`src/rtl/score_pkg.sv`:
```
// score_pkg -- shared types and constants for the score display controller.
//   state_t     : update FSM state
//   bcd_t       : one BCD digit
//   DEF_*       : default geometry / digit count
//   pend_next() : next value of a 2-bit saturating pending-event counter
package score_pkg;

    typedef enum logic [1:0] {
        ST_IDLE     = 2'd0,
        ST_UPDATE_A = 2'd1,
        ST_UPDATE_B = 2'd2,
        ST_COMMIT   = 2'd3
    } state_t;

    typedef logic [3:0] bcd_t;

    localparam int DEF_DIGITS  = 3;
    localparam int DEF_DIGIT_W = 16;
    localparam int DEF_DIGIT_H = 24;
    localparam int DEF_X_A     = 20;
    localparam int DEF_X_B     = 560;
    localparam int DEF_Y_ROW   = 20;

    localparam logic [1:0] PEND_MAX = 2'd3;

    // A consumed unit is removed first, a clear then drops everything older,
    // and an event arriving in the same cycle is always kept (up to saturation).
    function automatic logic [1:0] pend_next(input logic [1:0] cur,
                                             input logic       dec,
                                             input logic       clr,
                                             input logic       inc);
        logic [1:0] p;
        p = cur;
        if (dec && (p != 2'd0)) p = p - 2'd1;
        if (clr)                p = 2'd0;
        if (inc && (p != PEND_MAX)) p = p + 2'd1;
        return p;
    endfunction

endpackage

```
`src/rtl/bcd_digit_inc.sv`:
```
// bcd_digit_inc -- add a carry-in to one BCD digit.
//   d    : input digit (0..9)
//   cin  : carry in (1 = add one)
//   q    : result digit
//   cout : carry out (digit wrapped from 9 to 0)
module bcd_digit_inc
    import score_pkg::*;
(
    input  bcd_t d,
    input  logic cin,
    output bcd_t q,
    output logic cout
);

    always_comb begin
        q    = d;
        cout = 1'b0;
        if (cin) begin
            if (d >= 4'd9) begin
                q    = '0;
                cout = 1'b1;
            end else begin
                q = d + 4'd1;
            end
        end
    end

endmodule

```
`src/rtl/score_display_ctrl.sv`:
```
// score_display_ctrl -- two-player BCD score keeper with tear-free display
// buffers and a registered pixel-to-glyph-slot lookup.
//
// Ports:
//   clk, reset (async, active-low)
//   i_animate           : end-of-frame pulse, starts a deferred update
//   i_inc_a / i_inc_b   : point events for player A / B
//   i_clr               : request to zero both scores
//   i_x / i_y           : current pixel position
//   o_num / o_pos       : digit value and slot index of the glyph under i_x/i_y
//   o_xoff / o_yoff     : top-left pixel of that glyph cell
//   o_valid             : pixel lies inside a score cell
//   o_busy              : update FSM is not idle
//
// Build option: define SCORE_SAT_EN to hold a score at all-9s instead of
// wrapping to all-0s.
module score_display_ctrl
    import score_pkg::*;
#(
    parameter int DIGITS  = DEF_DIGITS,
    parameter int DIGIT_W = DEF_DIGIT_W,
    parameter int DIGIT_H = DEF_DIGIT_H,
    parameter int X_A     = DEF_X_A,
    parameter int X_B     = DEF_X_B,
    parameter int Y_ROW   = DEF_Y_ROW
) (
    input  logic       clk,
    input  logic       reset,
    input  logic       i_animate,
    input  logic       i_inc_a,
    input  logic       i_inc_b,
    input  logic       i_clr,
    input  logic [9:0] i_x,
    input  logic [8:0] i_y,
    output logic [5:0] o_num,
    output logic [5:0] o_pos,
    output logic [9:0] o_xoff,
    output logic [8:0] o_yoff,
    output logic       o_valid,
    output logic       o_busy
);

    localparam int IDX_W = (DIGITS > 1) ? $clog2(DIGITS) : 1;
    localparam logic [IDX_W-1:0] LAST_IDX = IDX_W'(DIGITS - 1);

    localparam int unsigned XA_U = X_A;
    localparam int unsigned XB_U = X_B;
    localparam int unsigned YR_U = Y_ROW;
    localparam int unsigned W_U  = DIGIT_W;
    localparam int unsigned H_U  = DIGIT_H;

    state_t                  state;
    logic [IDX_W-1:0]        idx;
    logic                    carry_q;
    logic [1:0]              pending_a, pending_b;
    logic [1:0]              pend_a_nx, pend_b_nx;
    logic                    clr_pend;
    bcd_t [DIGITS-1:0]       work_a, work_b;
    bcd_t [DIGITS-1:0]       disp_a, disp_b;

    logic                    upd_a, upd_b, last_digit, skip, go;
    logic                    dec_a, dec_b, start_cin;
    bcd_t                    inc_d, inc_q;
    logic                    inc_cin, inc_cout;

`ifdef SCORE_SAT_EN
    logic                    all_nines;
`endif

    // ------------------------------------------------------------------
    // Update datapath: a single digit incrementer walks LSD..MSD of the
    // player being updated, one digit per cycle.
    // ------------------------------------------------------------------
    always_comb begin
        upd_a      = (state == ST_UPDATE_A);
        upd_b      = (state == ST_UPDATE_B);
        last_digit = (idx == LAST_IDX);
        go         = (state == ST_IDLE) && i_animate &&
                     ((pending_a != 2'd0) || (pending_b != 2'd0) || clr_pend);
        // Nothing to do for this player: spend one cycle and move on.
        skip       = (idx == '0) && (upd_a ? (pending_a == 2'd0) : (pending_b == 2'd0));
        inc_d      = upd_b ? work_b[idx] : work_a[idx];

`ifdef SCORE_SAT_EN
        all_nines = 1'b1;
        for (int unsigned i = 0; i < DIGITS; i++) begin
            if ((upd_b ? work_b[i] : work_a[i]) != 4'd9) all_nines = 1'b0;
        end
        start_cin = ~all_nines;
`else
        start_cin = 1'b1;
`endif
        inc_cin = (idx == '0) ? start_cin : carry_q;

        // A pending unit is consumed when its MSD has been processed.
        dec_a     = upd_a && last_digit && !skip;
        dec_b     = upd_b && last_digit && !skip;
        pend_a_nx = pend_next(pending_a, dec_a, i_clr, i_inc_a);
        pend_b_nx = pend_next(pending_b, dec_b, i_clr, i_inc_b);
    end

    bcd_digit_inc u_inc (
        .d    (inc_d),
        .cin  (inc_cin),
        .q    (inc_q),
        .cout (inc_cout)
    );

    always_ff @(posedge clk or negedge reset) begin
        if (!reset) begin
            state     <= ST_IDLE;
            idx       <= '0;
            carry_q   <= 1'b0;
            pending_a <= 2'd0;
            pending_b <= 2'd0;
            clr_pend  <= 1'b0;
            work_a    <= '0;
            work_b    <= '0;
            disp_a    <= '0;
            disp_b    <= '0;
        end else begin
            pending_a <= pend_a_nx;
            pending_b <= pend_b_nx;

            if (i_clr)   clr_pend <= 1'b1;
            else if (go) clr_pend <= 1'b0;

            case (state)
                ST_IDLE: begin
                    if (go) begin
                        state <= ST_UPDATE_A;
                        idx   <= '0;
                        if (clr_pend) begin
                            work_a <= '0;
                            work_b <= '0;
                        end
                    end
                end
                ST_UPDATE_A: begin
                    if (skip) begin
                        state <= ST_UPDATE_B;
                        idx   <= '0;
                    end else begin
                        work_a[idx] <= inc_q;
                        carry_q     <= inc_cout;
                        if (last_digit) begin
                            idx <= '0;
                            if (pend_a_nx == 2'd0) state <= ST_UPDATE_B;
                        end else begin
                            idx <= idx + 1'b1;
                        end
                    end
                end
                ST_UPDATE_B: begin
                    if (skip) begin
                        state <= ST_COMMIT;
                        idx   <= '0;
                    end else begin
                        work_b[idx] <= inc_q;
                        carry_q     <= inc_cout;
                        if (last_digit) begin
                            idx <= '0;
                            if (pend_b_nx == 2'd0) state <= ST_COMMIT;
                        end else begin
                            idx <= idx + 1'b1;
                        end
                    end
                end
                ST_COMMIT: begin
                    disp_a <= work_a;
                    disp_b <= work_b;
                    state  <= ST_IDLE;
                end
                default: state <= ST_IDLE;
            endcase
        end
    end

    assign o_busy = (state != ST_IDLE);

    // ------------------------------------------------------------------
    // Pixel -> glyph slot lookup (registered)
    // ------------------------------------------------------------------
    logic [31:0] x_u, y_u;
    logic        in_row, hit_c;
    logic [5:0]  num_c, pos_c;
    logic [9:0]  xoff_c;
    logic [8:0]  yoff_c;

    always_comb begin
        x_u    = 32'(i_x);
        y_u    = 32'(i_y);
        in_row = (y_u >= YR_U) && (y_u < YR_U + H_U);
        hit_c  = 1'b0;
        num_c  = '0;
        pos_c  = '0;
        xoff_c = '0;
        yoff_c = '0;
        for (int unsigned p = 0; p < DIGITS; p++) begin
            if (in_row && (x_u >= XA_U + p * W_U) && (x_u < XA_U + (p + 1) * W_U)) begin
                hit_c  = 1'b1;
                num_c  = {2'b00, disp_a[DIGITS - 1 - p]};
                pos_c  = 6'(p);
                xoff_c = 10'(XA_U + p * W_U);
                yoff_c = 9'(YR_U);
            end
            if (in_row && (x_u >= XB_U + p * W_U) && (x_u < XB_U + (p + 1) * W_U)) begin
                hit_c  = 1'b1;
                num_c  = {2'b00, disp_b[DIGITS - 1 - p]};
                pos_c  = 6'(DIGITS + p);
                xoff_c = 10'(XB_U + p * W_U);
                yoff_c = 9'(YR_U);
            end
        end
    end

    always_ff @(posedge clk or negedge reset) begin
        if (!reset) begin
            o_valid <= 1'b0;
            o_num   <= '0;
            o_pos   <= '0;
            o_xoff  <= '0;
            o_yoff  <= '0;
        end else begin
            o_valid <= hit_c;
            o_num   <= num_c;
            o_pos   <= pos_c;
            o_xoff  <= xoff_c;
            o_yoff  <= yoff_c;
        end
    end

endmodule
```
`config.mk`:
```
export PLATFORM = sky130hd
export DESIGN_NAME = score_display_ctrl
export DESIGN_NICKNAME = d
export VERILOG_FILES = /design/src/rtl/score_pkg.sv /design/src/rtl/bcd_digit_inc.sv /design/src/rtl/score_display_ctrl.sv
export SDC_FILE = /design/constraint.sdc
export NUM_CORES = 1
export LEC_CHECK = 0
export ABC_AREA = 1
export BUFFER_PORTS_ARGS = -buffer_cell sky130_fd_sc_hd__clkbuf_2
export CELL_PAD_IN_SITES_DETAIL_PLACEMENT = 0
export CELL_PAD_IN_SITES_GLOBAL_PLACEMENT = 1
export CORE_ASPECT_RATIO = 0.8
export CORE_UTILIZATION = 46
export CTS_CLUSTER_DIAMETER = 40
export CTS_CLUSTER_SIZE = 40
export DETAILED_ROUTE_END_ITERATION = 12
export HOLD_SLACK_MARGIN = 0.03
export PLACE_DENSITY_LB_ADDON = 0.1
export SYNTH_ARGS = -nofsm -noshare
export SYNTH_HDL_FRONTEND = slang
export SYNTH_SLANG_ARGS = --single-unit
```
`constraint.sdc`:
```
create_clock -name clk -period 5.2 [get_ports clk]
set_input_delay 0.26 -clock clk [delete_from_list [all_inputs] [get_ports clk]]
set_output_delay 0.26 -clock clk [all_outputs]
set_load 0.01 [all_outputs]
```
==> impl_metrics.ini <==
[status]
outcome = finished, final reports clean

[cells_and_area]
post-route-util = 0.523
fin_nets = 588
final_cells = 668
drive_gt1_frac = 0.187
mostFrequentLayoutCell = nand2_1
register_area_um2 = 1750
syn_to_final_growth_pct = 8.99
stdcell_area_um2 = 4480
mostFrequentLayoutCells = 120 x nand2_1, 73 x inv_1, 70 x dfrtp_1, 39 x nand3_1, 38 x nor2_1
multi_input_area_um2 = 1900
n_antenna_cell = 0
n_fill_cell = 854

[clocking]
cts_setup_buffers = 0
clockBufferDepth = 2
insertion_delay_ps = 360
cts_root_buffer = clkbuf_8
cts_sinks = 70
numCtsBuffers = 9
cts.reportedPaths.clkPinSlew_ps = 80
ctsResizeCount = 0
cts_hold_buf = 0
htreeDepth = 3
cts_tree = yes

[timing]
max_freq_ghz = 0.351
finClkSkew_ps = 6.33
timing.final.hold_violations = 0
setup_tns_ps = 0
rsz0062_at_grt = no
fin_crit_ps = 2850
maxSlewViolCount = 0
fin_crit_sh = 0.548
final-setup-viol-count = 0
worstMarginPinSlew_ps = 1010
relSlewSlack = 0.326
setup_ws_ps = 2350
worst_hold_slack_ps = 92.7

[placed_design]
gp_congestion = 0.849
dpl-instance-area_um2 = 4280
place_inst = 652
io_buffer_count = 36
dpl.hpwl_mm = 7.25
place_ws_ps = 2370

[route]
finalWirelength_mm = 9.71
drt_first_iter_violations = 201
viasPerCell = 5.06
ant_nets = 0
vias = 3382
drc = 0
dr.pass1.iters = 4
avgRoutedWirePerCell_um = 14.5

[critical_path]
regToRegEndpoint = state[1]$_DFFE_PN0P_
cp-endpoint = state[1]$_DFFE_PN0P_
cp-startpoint = state[0]$_DFFE_PN0P_
cp_max_fo = 19
path_class = flip-flop to flip-flop
rr_worst_depth = 15
required_ps = 5460
cp_slowest_stage_delay_ps = 630
path_cells = inv_1 -> ha_1 -> nand4_2 -> nand3_1 -> inv_1 -> ha_1 -> nor2_1 -> inv_1 -> or2_2 -> nand2_1 -> nand3_1 -> nand2_2 -> nand2_2 -> nand2_1 -> nand2_1
cp-end-kind = flip-flop
worstSetupStartpointType = flip-flop
crit_slowest_cell = ha_1
reg2reg_slack_ps = 2350
worstReg2RegStart = state[0]$_DFFE_PN0P_
cp.arrival_ps = 3110

[global_route]
overflow = 0
grt_max_degree = 71
antenna_found_initial = 0
grt_pass1_wl_mm = 15.4
grt_pass1_vias = 2953
grtUsageTotal = 0.224

[power]
vdd_drop_max_mv = 0.399
p_leak_nw = 2.43
p_per_area_nw_per_um2 = 538
power_mw = 2.41

[min_path]
holdCritPathClass = primary input to async pin

[yosys]
yosysSeqAreaShare = 0.426
syn_area_per_cell_um2 = 7.93
syn_area_um2 = 4110
ys.warnings.count = 0
ys_ff_latch = 70
yosys-top-cells-area = dfrtp_1 43%, nand2_1 11%, inv_1 6.7%
yosysTopAreaCellShare = 0.426
synth_cells = 518
synth_cell_types = 39
synth_top_cell_by_area = dfrtp_1

[die]
die_w_um = 108
chipHeight_um = 86.5
core-area_um2 = 8560
dieArea_um2 = 9310
io_pins = 58
row_count = 30
start_util = 0.480

[job]
maxCapViolCount = 0
-- worst max-delay path: cells and delay by family (launching register included) --
kind | cells | cell delay, ps
AND/OR/NAND/NOR | 10 | 1240
flip-flops | 1 | 440
adder cells (fa/ha/maj) | 2 | 810
buffers and inverters | 3 | 240
-- final cells by class --
class | count | area share
clock inverter | 7 | 0.0165
inverter | 79 | 0.0662
tap | 112 | 0.0313
clock buffer | 9 | 0.0277
sequential | 70 | 0.391
multi-input combinational | 353 | 0.423
timing repair buffer | 38 | 0.0436
-- power breakdown --
part	internal (mW)	switching, mW	leakage (nW)
Sequential	0.686	0.102	0.936
Clock	0.223	0.228	0.0996
Combinational	0.343	0.824	1.39
-- registers in the layout, indices dropped and copies added, names as in the netlist, 2 cells and up --
register,flops
pending_a,2
pending_b,2
o_pos,2
idx,2
work_a,12
o_xoff,5
disp_b,12
o_num,4
disp_a,12
state,2
work_b,12
-- routing by layer --
metal  wire length [um]  GRT usage  vias up
li1                   -          -     1702
met4                 92     0.0548        0
met1               5260      0.346     1581
met5                  0          0        -
met2               3890      0.302       87
met3                476     0.0654       12
-- logic make-up (layout without fill, tap and decap cells) --
family	after synthesis	count (layout)	synth area share
AO/OA/AOI/OAI	64	64	0.0947
XOR/XNOR	1	1	0.00213
adder cells (fa/ha/maj)	12	12	0.0366
buffers and inverters	111	133	0.127
flip-flops	70	70	0.426
multiplexers	9	9	0.0247
other	1	17	0.000913
AND/OR/NAND/NOR	250	250	0.288
-- Yosys cell counts, drive strengths merged --
cell and count:
o311ai 1, o22ai 4, nand2 132, buf 28, conb 1, o31ai 1, nand3 42, o211ai 1
inv 79, ha 12, nor2 45, nand3b 2, o21ai 29, nand4 23, xor2 1, dfrtp 70
a21oi 24, a31oi 2, or2 3, nor3 3, clkbuf 4, o2111ai 2, mux2 9
-- how the worst min path moves through the flow --
stage                             endpoint  slack [ps]                   from  cells after the start
floorplan              carry_q$_DFFE_PN0P_         -40                  reset                      0
CTS                 pending_a[0]$_DFF_PN0_         130                  reset                      2
global placement     work_b[4]$_DFFE_PN0P_         460  work_b[4]$_DFFE_PN0P_                      2
finish              pending_a[0]$_DFF_PN0_          90                  reset                      2
detailed placement   work_b[0]$_DFFE_PN0P_         470  work_b[0]$_DFFE_PN0P_                      2
global route        pending_a[0]$_DFF_PN0_         170                  reset                      2
No activity file was read; power rests on OpenSTA's default activity.
